`src/rtl/fila_reader.sv`:
```
// Drain side of the 8-entry byte queue: pops one byte at a time and offers it downstream on valid/ready.
// Optional build macro FILA_READER_SUM_EN adds sum_out, an XOR checksum of every byte accepted downstream.
module fila_reader #(
  parameter int DATA_W = 8,
  parameter int LEN_W  = 8,
  parameter int CNT_W  = 16
) (
  input  logic              clock,
  input  logic              reset,
  input  logic              enable,
  input  logic [LEN_W-1:0]  q_len,
  input  logic [DATA_W-1:0] q_data,
  output logic              q_deq,
  output logic [DATA_W-1:0] m_data,
  output logic              m_valid,
  input  logic              m_ready,
  output logic              busy,
`ifdef FILA_READER_SUM_EN
  output logic [DATA_W-1:0] sum_out,
`endif
  output logic [CNT_W-1:0]  count_out
);

  typedef enum logic [1:0] {
    IDLE = 2'd0,
    POP  = 2'd1,
    CAPT = 2'd2,
    HOLD = 2'd3
  } state_t;

  localparam logic [CNT_W-1:0] CNT_ONE = {{(CNT_W-1){1'b0}}, 1'b1};

  state_t            state_q, state_d;
  logic              q_deq_q, q_deq_d;
  logic [DATA_W-1:0] m_data_q, m_data_d;
  logic              m_valid_q, m_valid_d;
  logic              busy_q, busy_d;
  logic [CNT_W-1:0]  count_q, count_d;
  logic              accept;

  assign accept = (state_q == HOLD) && m_ready;

  always_comb begin
    state_d   = state_q;
    q_deq_d   = 1'b0;
    m_data_d  = m_data_q;
    m_valid_d = m_valid_q;
    count_d   = count_q;
    case (state_q)
      IDLE: begin
        if (enable && (q_len != '0)) begin
          q_deq_d = 1'b1;
          state_d = POP;
        end
      end
      // q_len is stale here: the queue only updates it at the edge ending this cycle.
      POP: state_d = CAPT;
      CAPT: begin
        m_data_d  = q_data;
        m_valid_d = 1'b1;
        state_d   = HOLD;
      end
      HOLD: begin
        if (m_ready) begin
          m_valid_d = 1'b0;
          count_d   = count_q + CNT_ONE;
          state_d   = IDLE;
        end
      end
      default: state_d = IDLE;
    endcase
    busy_d = (state_d != IDLE);
  end

  always_ff @(posedge clock or posedge reset) begin
    if (reset) begin
      state_q   <= IDLE;
      q_deq_q   <= 1'b0;
      m_data_q  <= '0;
      m_valid_q <= 1'b0;
      busy_q    <= 1'b0;
      count_q   <= '0;
    end else begin
      state_q   <= state_d;
      q_deq_q   <= q_deq_d;
      m_data_q  <= m_data_d;
      m_valid_q <= m_valid_d;
      busy_q    <= busy_d;
      count_q   <= count_d;
    end
  end

`ifdef FILA_READER_SUM_EN
  logic [DATA_W-1:0] sum_q, sum_d;

  always_comb begin
    sum_d = sum_q;
    if (accept) begin
      sum_d = sum_q ^ m_data_q;
    end
  end

  always_ff @(posedge clock or posedge reset) begin
    if (reset) begin
      sum_q <= '0;
    end else begin
      sum_q <= sum_d;
    end
  end

  assign sum_out = sum_q;
`else
  logic unused_accept;
  assign unused_accept = accept;
`endif

  assign q_deq     = q_deq_q;
  assign m_data    = m_data_q;
  assign m_valid   = m_valid_q;
  assign busy      = busy_q;
  assign count_out = count_q;

endmodule

```
`config.mk`:
```
export PLATFORM = sky130hd
export DESIGN_NAME = fila_reader
export DESIGN_NICKNAME = d
export VERILOG_FILES = /design/src/rtl/fila_reader.sv
export SDC_FILE = /design/constraint.sdc
export NUM_CORES = 1
export LEC_CHECK = 0
export ABC_AREA = 1
export CORE_MARGIN = 2
export CORE_UTILIZATION = 48
export CTS_CLUSTER_DIAMETER = 100
export DETAILED_ROUTE_END_ITERATION = 7
export GPL_TIMING_DRIVEN = 0
export MAX_ROUTING_LAYER = met4
export PLACE_DENSITY_LB_ADDON = 0.3
export RECOVER_POWER = 50
export SLEW_MARGIN = 10
export SYNTH_ARGS = -nofsm -noshare
export SYNTH_HDL_FRONTEND = slang
export SYNTH_SLANG_ARGS = --single-unit
```
`constraint.sdc`:
```
create_clock -name clock -period 2.7 [get_ports clock]
set_input_delay 0.54 -clock clock [delete_from_list [all_inputs] [get_ports clock]]
set_output_delay 0.54 -clock clock [all_outputs]
set_load 0.05 [all_outputs]
```
==> metrics.md, run 1 <==
| Metric | Value |
|---|---|
| Total Routing Usage GR | 22.0% |
| Seq cells post-synth | 29 |
| Die H | 57.0 microns |
| Setup WS pre-CTS | 0.813 ns |
| Seq/Total Area, Yosys | a little over half |
| Number of remaining DRC errors | 0 |
| Largest net degree at the start of global routing | 30 |
| CTS tree | built |
| First-pass GRT wire length | 5.35 mm |
| Setup CP Type | reg2out |
| Largest family of logic cells by synthesized area | simple AND/OR/NAND/NOR gates |
| Post-CTS sizing | 0 |
| Worst Tran Pin Value | between 1 and 1.5 ns |
| Startpoint Class | flip-flop |
| Post-Synth Adder-Cell Area | less than 1% |
| Max VDD drop | 0.795 mV |
| Cell Area, Placed | around 1800 sq um |
| N_diodes | 0 |
| TritonRoute pass-1 iters | 4 |
| Starting DRC count in detailed routing | 36 |
| Worst-path clk slew | 0.09 ns |
| Crit-path max FO | 6 |
| Max-slew violations | 0 |
| Root Driver | clkbuf_4 |
| Commonest non-fill, non-tap cell in the layout | nand2_1 |
| Number of setup buffers added after CTS | 0 |
| Critical path cell sequence | clkdlybuf4s50_1 |
| CP top delay family | buffers and inverters |
| Sum Neg Setup Slack | 0 ns |
| Run status | complete, no violations |
| Routed vias | roughly 1.2k |
| Endpoints failing setup | 0 |
| Vias per Instance | around 5 |
| Final period util | 79.2% |
| Max Cap Viol | 0 |
| Htree depth | 2 |
| Clock tree buffer depth | 2 |
| Post-route ant nets | 0 |
| Total gr overflow | 0 |
| # clock sinks | 29 |
| Port Buf Inserts | 46 |
| Synth area leaders | dfrtp_1 54%, nand2_1 17%, nor2_1 5.3%, inv_1 4.2%, nand3_1 3.0% |
| Post-synthesis instance area | 1350 sq um |
| Most frequent cells in the layout | 61 x nand2_1, 43 x clkdlybuf4s50_1, 29 x dfrtp_1 |
| Post-Syn Instances | between 150 and 200 |
| Cts bufs inserted | 5 |
| Final hold vios | 0 |
| Post-Synth XOR/XNOR Area | 3.90% |
| Fmax | 0.468 GHz |
| Average size of a mapped cell | 8.27 sq um |
| Share of the synthesized area in the top cell type | 53.9% |
| Initial Utilization | 49.7% |
| Synth Area in Compound Gates | 2.79% |
| GPL Wtd Cong | 0.797 |
| Hpwl dp | 2.25 mm |
| Area of the core region | between 2000 and 3000 sq um |
| CTS Hold Bufs | 0 |
| Endpoint type of the worst setup path | output pin |
| Post-route minimum period | 2.14 ns |
| Pwr dens | 982 nW/um^2 |
| P_leak | 0.867 nW |
| Multiplexer area fraction after synthesis | 0% |
| Hold/Removal Path Class | reg2reg |
| Worst endpoint required time | 2.16 ns |
| RSZ-0062 raised after global routing | no |
| Slowest cell delay on critical path | roughly 0.84 ns |
| WHS | just under 0.5 ns |
| Drt total wl | approximately 3.0 mm |
| Setup slack after layout | 0.561 ns |
| Post-route cell area | 1880 sq um |
| Clk_skew | 0.00673 ns |
| WP data arrival | 1.60 ns |
| Net Count, Synth | 184 |
| Vias in the first global route | between 1k and 1.5k |
| Synthesis Warnings | 0 |
| Area growth syn-to-layout | 39.6% |
| Pwr Total | roughly 0.0018 W |
| Clk Latency, worst-skew pair | 0.32 ns |
| WL/cell | 12.0 microns |
| Final net count | ~240 |
| Worst Path Buf+Inv | 1 |
| Layout cells sized above 1 | between 4 and 5% |
| CP max-delay cell | clkdlybuf4s50_1 |
| Fillers | 235 |
| Simple logic cell fraction of the synthesized area | 33.5% |
| Rows | 19 |
| Cell taking the most area after synthesis | dfrtp_1 |
| Synth unique cells | 21 |
| Die W | 57.0 microns |
| Die ar. | between 3000 and 4000 sq um |
| I/O Pins | 47 |
| Initial antenna violation count | 0 |
| Relative slew slack | 30.7% |
[synthesized netlist by cell type]
library cell and count:
xor2_1 2, nand2_1 61, nand3_2 2, ha_1 1, nand4_1 4, and2_1 1
nor2_1 19, nor2_4 2, dfrtp_1 29, xnor2_1 4, nand2_2 2, a21o_1 1
inv_1 15, nand3_1 8, buf_4 1, o21ai_0 4, nor3_1 1, inv_2 1
nor2_2 2, nand3b_1 1, o21ai_1 2
[metrics by stage]
| step | util (%) | cells |
|---|---|---|
| 2_1_floorplan | - | 163 |
| 3_5_place_dp | 68.1 | 240 |
| 4_1_cts | 69.9 | 248 |
| 5_1_grt | 69.4 | 248 |
| 6_report | 69.4 | 248 |
| 3_3_place_gp | 68.1 | 240 |
[per-layer routing]
metal / up-vias / global-route usage (%) / share of wire [%] / wire, microns
met1: 571 / 23.9 / 42 / 1240
met5: - / - / 0 / 0
met4: 0 / 7.64 / 1.1 / 33
li1: 608 / - / - / -
met2: 30 / 38.3 / 53 / 1570
met3: 4 / 6.58 / 4.0 / 120
[worst paths after layout]
| kind | from | end | slack [ns] | depth (start not counted) |
|---|---|---|---|---|
| setup / recovery | count_out[12] | count_out[12] | 0.56 | 1 |
| hold / removal | m_data[4] | m_data[4] | 0.49 | 2 |
| setup reg to reg | state_q[1] | count_out[9] | 1.20 | 6 |
| hold reg to reg | m_data[4] | m_data[4] | 0.49 | 2 |
| max in group asynchronous | reset | count_out[4] | 1.45 | 2 |
| min in group asynchronous | reset | m_data[5] | 0.77 | 2 |
[flip-flops by register name (all words and copies together) (netlist names)]
name / flops
count_out: 16
m_data: 8
state_q: 2
busy: 1
m_valid: 1
q_deq: 1
[power breakdown]
group	switching [W]	internal, W
clock	0.000143	0.000104
combinational	0.000637	0.000296
sequential	0.000105	0.000563
total	0.000885	0.000963
[cells by family (layout without fill, tap and decap cells)]
| group | after synthesis | count (layout) |
|---|---|---|
| flip-flops | 29 | 29 |
| AND/OR/NAND/NOR | 103 | 103 |
| XOR/XNOR | 6 | 6 |
| adder cells (fa/ha/maj) | 1 | 1 |
| buffers and inverters | 17 | 71 |
| AO/OA/AOI/OAI | 7 | 7 |
[layout make-up]
cell class | instances | area (sq um) | share of cell area [%]
sequential | 29 | 726 | 38.6
buffer | 1 | 3.75 | 0.199
clock buffer | 8 | 48.8 | 2.59
multi-input combinational | 117 | 544 | 28.9
timing repair buffer | 46 | 460 | 24.5
tap | 31 | 38.8 | 2.06
inverter | 16 | 60.1 | 3.19
Power figures use the tool's default switching activity.
==> run 2, diff against run 1 <==
--- a/config.mk
+++ b/config.mk
@@ -7,7 +7,7 @@
 export LEC_CHECK = 0
 export ABC_AREA = 1
 export CORE_MARGIN = 2
-export CORE_UTILIZATION = 48
+export CORE_UTILIZATION = 40
 export CTS_CLUSTER_DIAMETER = 100
 export DETAILED_ROUTE_END_ITERATION = 7
 export GPL_TIMING_DRIVEN = 0
==> constraint.sdc (replaced) <==
create_clock -name clock -period 1.8 [get_ports clock]
set_input_delay 0.36 -clock clock [delete_from_list [all_inputs] [get_ports clock]]
set_output_delay 0.36 -clock clock [all_outputs]
set_load 0.05 [all_outputs]
==> metrics.md, run 2 (synthesis gave the netlist of run 1 again) <==
| Metric | Value |
|---|---|
| Worst endpoint required time | 1.44 ns (was 2.16 ns) |
| GPL Wtd Cong | 0.750 (was 0.797) |
| Total gr overflow | 0 (unchanged) |
| CP max-delay cell | dlygate4sd2_1 (was clkdlybuf4s50_1) |
| Startpoint Class | flip-flop (unchanged) |
| Non-Filler Instances | 263 (was 248) |
| Die W | 62.0 microns (was 57.0 microns) |
| Vias per Instance | 4.52 (was 4.89) |
| Number of setup buffers added after CTS | 0 (unchanged) |
| Cts bufs inserted | 5 (unchanged) |
| Initial Utilization | 41.0% (was 49.7%) |
| Sum Neg Setup Slack | 0 ns (unchanged) |
| Area growth syn-to-layout | 38.0% (was 39.6%) |
| RSZ-0062 raised after global routing | no (unchanged) |
| N_diodes | 0 (unchanged) |
| Htree depth | 2 (unchanged) |
| Final hold vios | 0 (unchanged) |
| Commonest non-fill, non-tap cell in the layout | nand2_1 (unchanged) |
| Total Routing Usage GR | 17.0% (was 22.0%) |
| Relative slew slack | 32.9% (was 30.7%) |
| WL/cell | 10.4 microns (was 12.0 microns) |
| CP top delay family | buffers and inverters (unchanged) |
| Logic pwr share | 48.2% (was 50.5%) |
| Final net count | 237 (unchanged) |
| First-pass GRT wire length | 4.55 mm (was 5.35 mm) |
| Starting DRC count in detailed routing | 16 (was 36) |
| Worst-path clk slew | 0.09 ns (about the same) |
| Run status | complete, no violations (unchanged) |
| Fillers | 322 (was 235) |
| Post-route ant nets | 0 (unchanged) |
| Max reg flops | 16 (unchanged) |
| I/O Pins | 47 (unchanged) |
| Number of remaining DRC errors | 0 (unchanged) |
| Clk_skew | 0.00671 ns (was 0.00673 ns) |
| Die ar. | 3850 sq um (was 3250 sq um) |
| Max VDD drop | 0.899 mV (was 0.795 mV) |
| Clk Latency, worst-skew pair | 0.32 ns (about the same) |
| Max Cap Viol | 0 (unchanged) |
| Hold Crit Depth | 2 (unchanged) |
| Rows | 21 (was 19) |
| Vias in the first global route | 1058 (was 1289) |
| Clock tree buffer depth | 2 (unchanged) |
| Endpoints failing setup | 0 (unchanged) |
| Sw Ratio | 49.3% (was 47.9%) |
| CTS tree | built (unchanged) |
| Worst Path Buf+Inv | 1 (unchanged) |
| Fmax | 0.595 GHz |
| Core Util, Final | 56.6% (was 69.4%) |
| Endpoint type of the worst setup path | output pin (unchanged) |
| Flop pwr share | 37.8% (was 36.2%) |
| Switching power | 0.00128 W (was 0.000885 W) |
| Routed vias | 1189 (was 1213) |
| Setup CP Type | reg2out (unchanged) |
| Pwr dens | 1400 nW/um^2 (was 982 nW/um^2) |
| Hold/Removal Path Class | reg2reg (unchanged) |
| Final period util | 93.4% |
| TritonRoute pass-1 iters | 4 (unchanged) |
| Crit path depth | 1 (unchanged) |
| Clk pwr share | 14.0% (was 13.3%) |
| Drt total wl | 2.74 mm (was 2.97 mm) |
| WP data arrival | 1.32 ns (was 1.60 ns) |
| Post-route minimum period | 1.68 ns |
| Max-slew violations | 0 (unchanged) |
| Hpwl dp | 2.03 mm (was 2.25 mm) |
| Die H | 62.0 microns (was 57.0 microns) |
| Crit-path max FO | 5 (was 6) |
| Area of the core region | 3280 sq um (was 2710 sq um) |
| Largest net degree at the start of global routing | 30 (unchanged) |
| Layout cells sized above 1 | 4.61% (unchanged) |
| R2R depth | 6 (unchanged) |
| Initial antenna violation count | 0 (unchanged) |
| # clock sinks | 29 (unchanged) |
| Worst Tran Pin Value | 1.00 ns (was 1.03 ns) |
| DP Cell Count | 255 (was 240) |
| Critical path cell sequence | dlygate4sd2_1 (was clkdlybuf4s50_1) |
| Slowest cell delay on critical path | 0.55 ns (was 0.84 ns) |
| P_leak | 0.959 nW (was 0.867 nW) |
| Port Buf Inserts | 46 (unchanged) |
| Root Driver | clkbuf_4 (unchanged) |
| Most frequent cells in the layout | 63 x nand2_1, 29 x dfrtp_1, 27 x dlygate4sd2_1 (was 61 x nand2_1, 43 x clkdlybuf4s50_1, 29 x dfrtp_1) |
| Internal cell power | 0.00132 W (was 0.000963 W) |
[run 2: changes by cell type in the layout (fill, tap and decap cells not counted)]
| cell | delta |
|---|---|
| clkinv_2 | +2 |
| nor2_2 | +1 |
| nand2_2 | -2 |
| nand2_1 | +2 |
| clkbuf_1 | -2 |
| dlygate4sd2_1 | +27 |
| nor2_4 | -1 |
| clkdlybuf4s50_1 | -27 |
[run 2: layout make-up]
type / instances / area, sq um / area share [%]
flip-flops and latches: 29 / 726 / 39.0
inverters: 16 / 60.1 / 3.23
repair buffers: 46 / 427 / 22.9
multi-input cells: 117 / 534 / 28.7
well taps: 46 / 57.6 / 3.10
clock buffers: 6 / 41.3 / 2.22
plain buffers: 1 / 3.75 / 0.202
clock inverters: 2 / 10.0 / 0.538
[run 2: worst paths after layout]
kind / from / to / slack (ns)
max: count_out[2] / count_out[2] / 0.12
min: m_data[3] / m_data[3] / 0.47
max reg2reg: state_q[0] / count_out[9] / 0.32
min reg2reg: m_data[3] / m_data[3] / 0.47
max in group asynchronous: reset / m_data[2] / 0.75
min in group asynchronous: reset / m_data[1] / 0.58
[run 2: power groups by stage]
stage / logic (W) / registers (W) / clock network (W)
2_1_floorplan: 0.000352 / 0.00158 / 0
3_3_place_gp: 0.00140 / 0.00101 / 0
3_5_place_dp: 0.00140 / 0.00101 / 0
4_1_cts: 0.00129 / 0.000992 / 0.000382
5_1_grt: 0.00135 / 0.00101 / 0.000419
6_report: 0.00125 / 0.000983 / 0.000365
[run 2: metal layers]
metal | GRT usage, % | part of all wire [%] | up-vias
met5 | - | 0 | -
met4 | 6.38 | 1.4 | 0
met3 | 6.63 | 7.2 | 6
met2 | 26.9 | 46 | 32
met1 | 19.3 | 45 | 539
li1 | - | - | 612
[run 2: per-stage QoR]
| step | total power (W) | area (sq um) | hold WS [ns] | setup WS, ns |
|---|---|---|---|---|
| after CTS | 0.00266 | 1880 | 0.475 | 0.106 |
| after global placement | 0.00240 | 1870 | 0.455 | 0.106 |
| after detailed placement | 0.00241 | 1870 | 0.459 | 0.0942 |
| final | 0.00260 | 1860 | 0.469 | 0.119 |
| after global routing | 0.00278 | 1860 | 0.482 | 0.0271 |
| after floorplan | 0.00194 | 1350 | 0.438 | 0.249 |
[run 2: timing repair]
| action | CTS | global route |
|---|---|---|
| hold buffers | 0 | 0 |
| resized for setup | 27 | 0 |
| setup endpoints to repair | 27 | 0 |
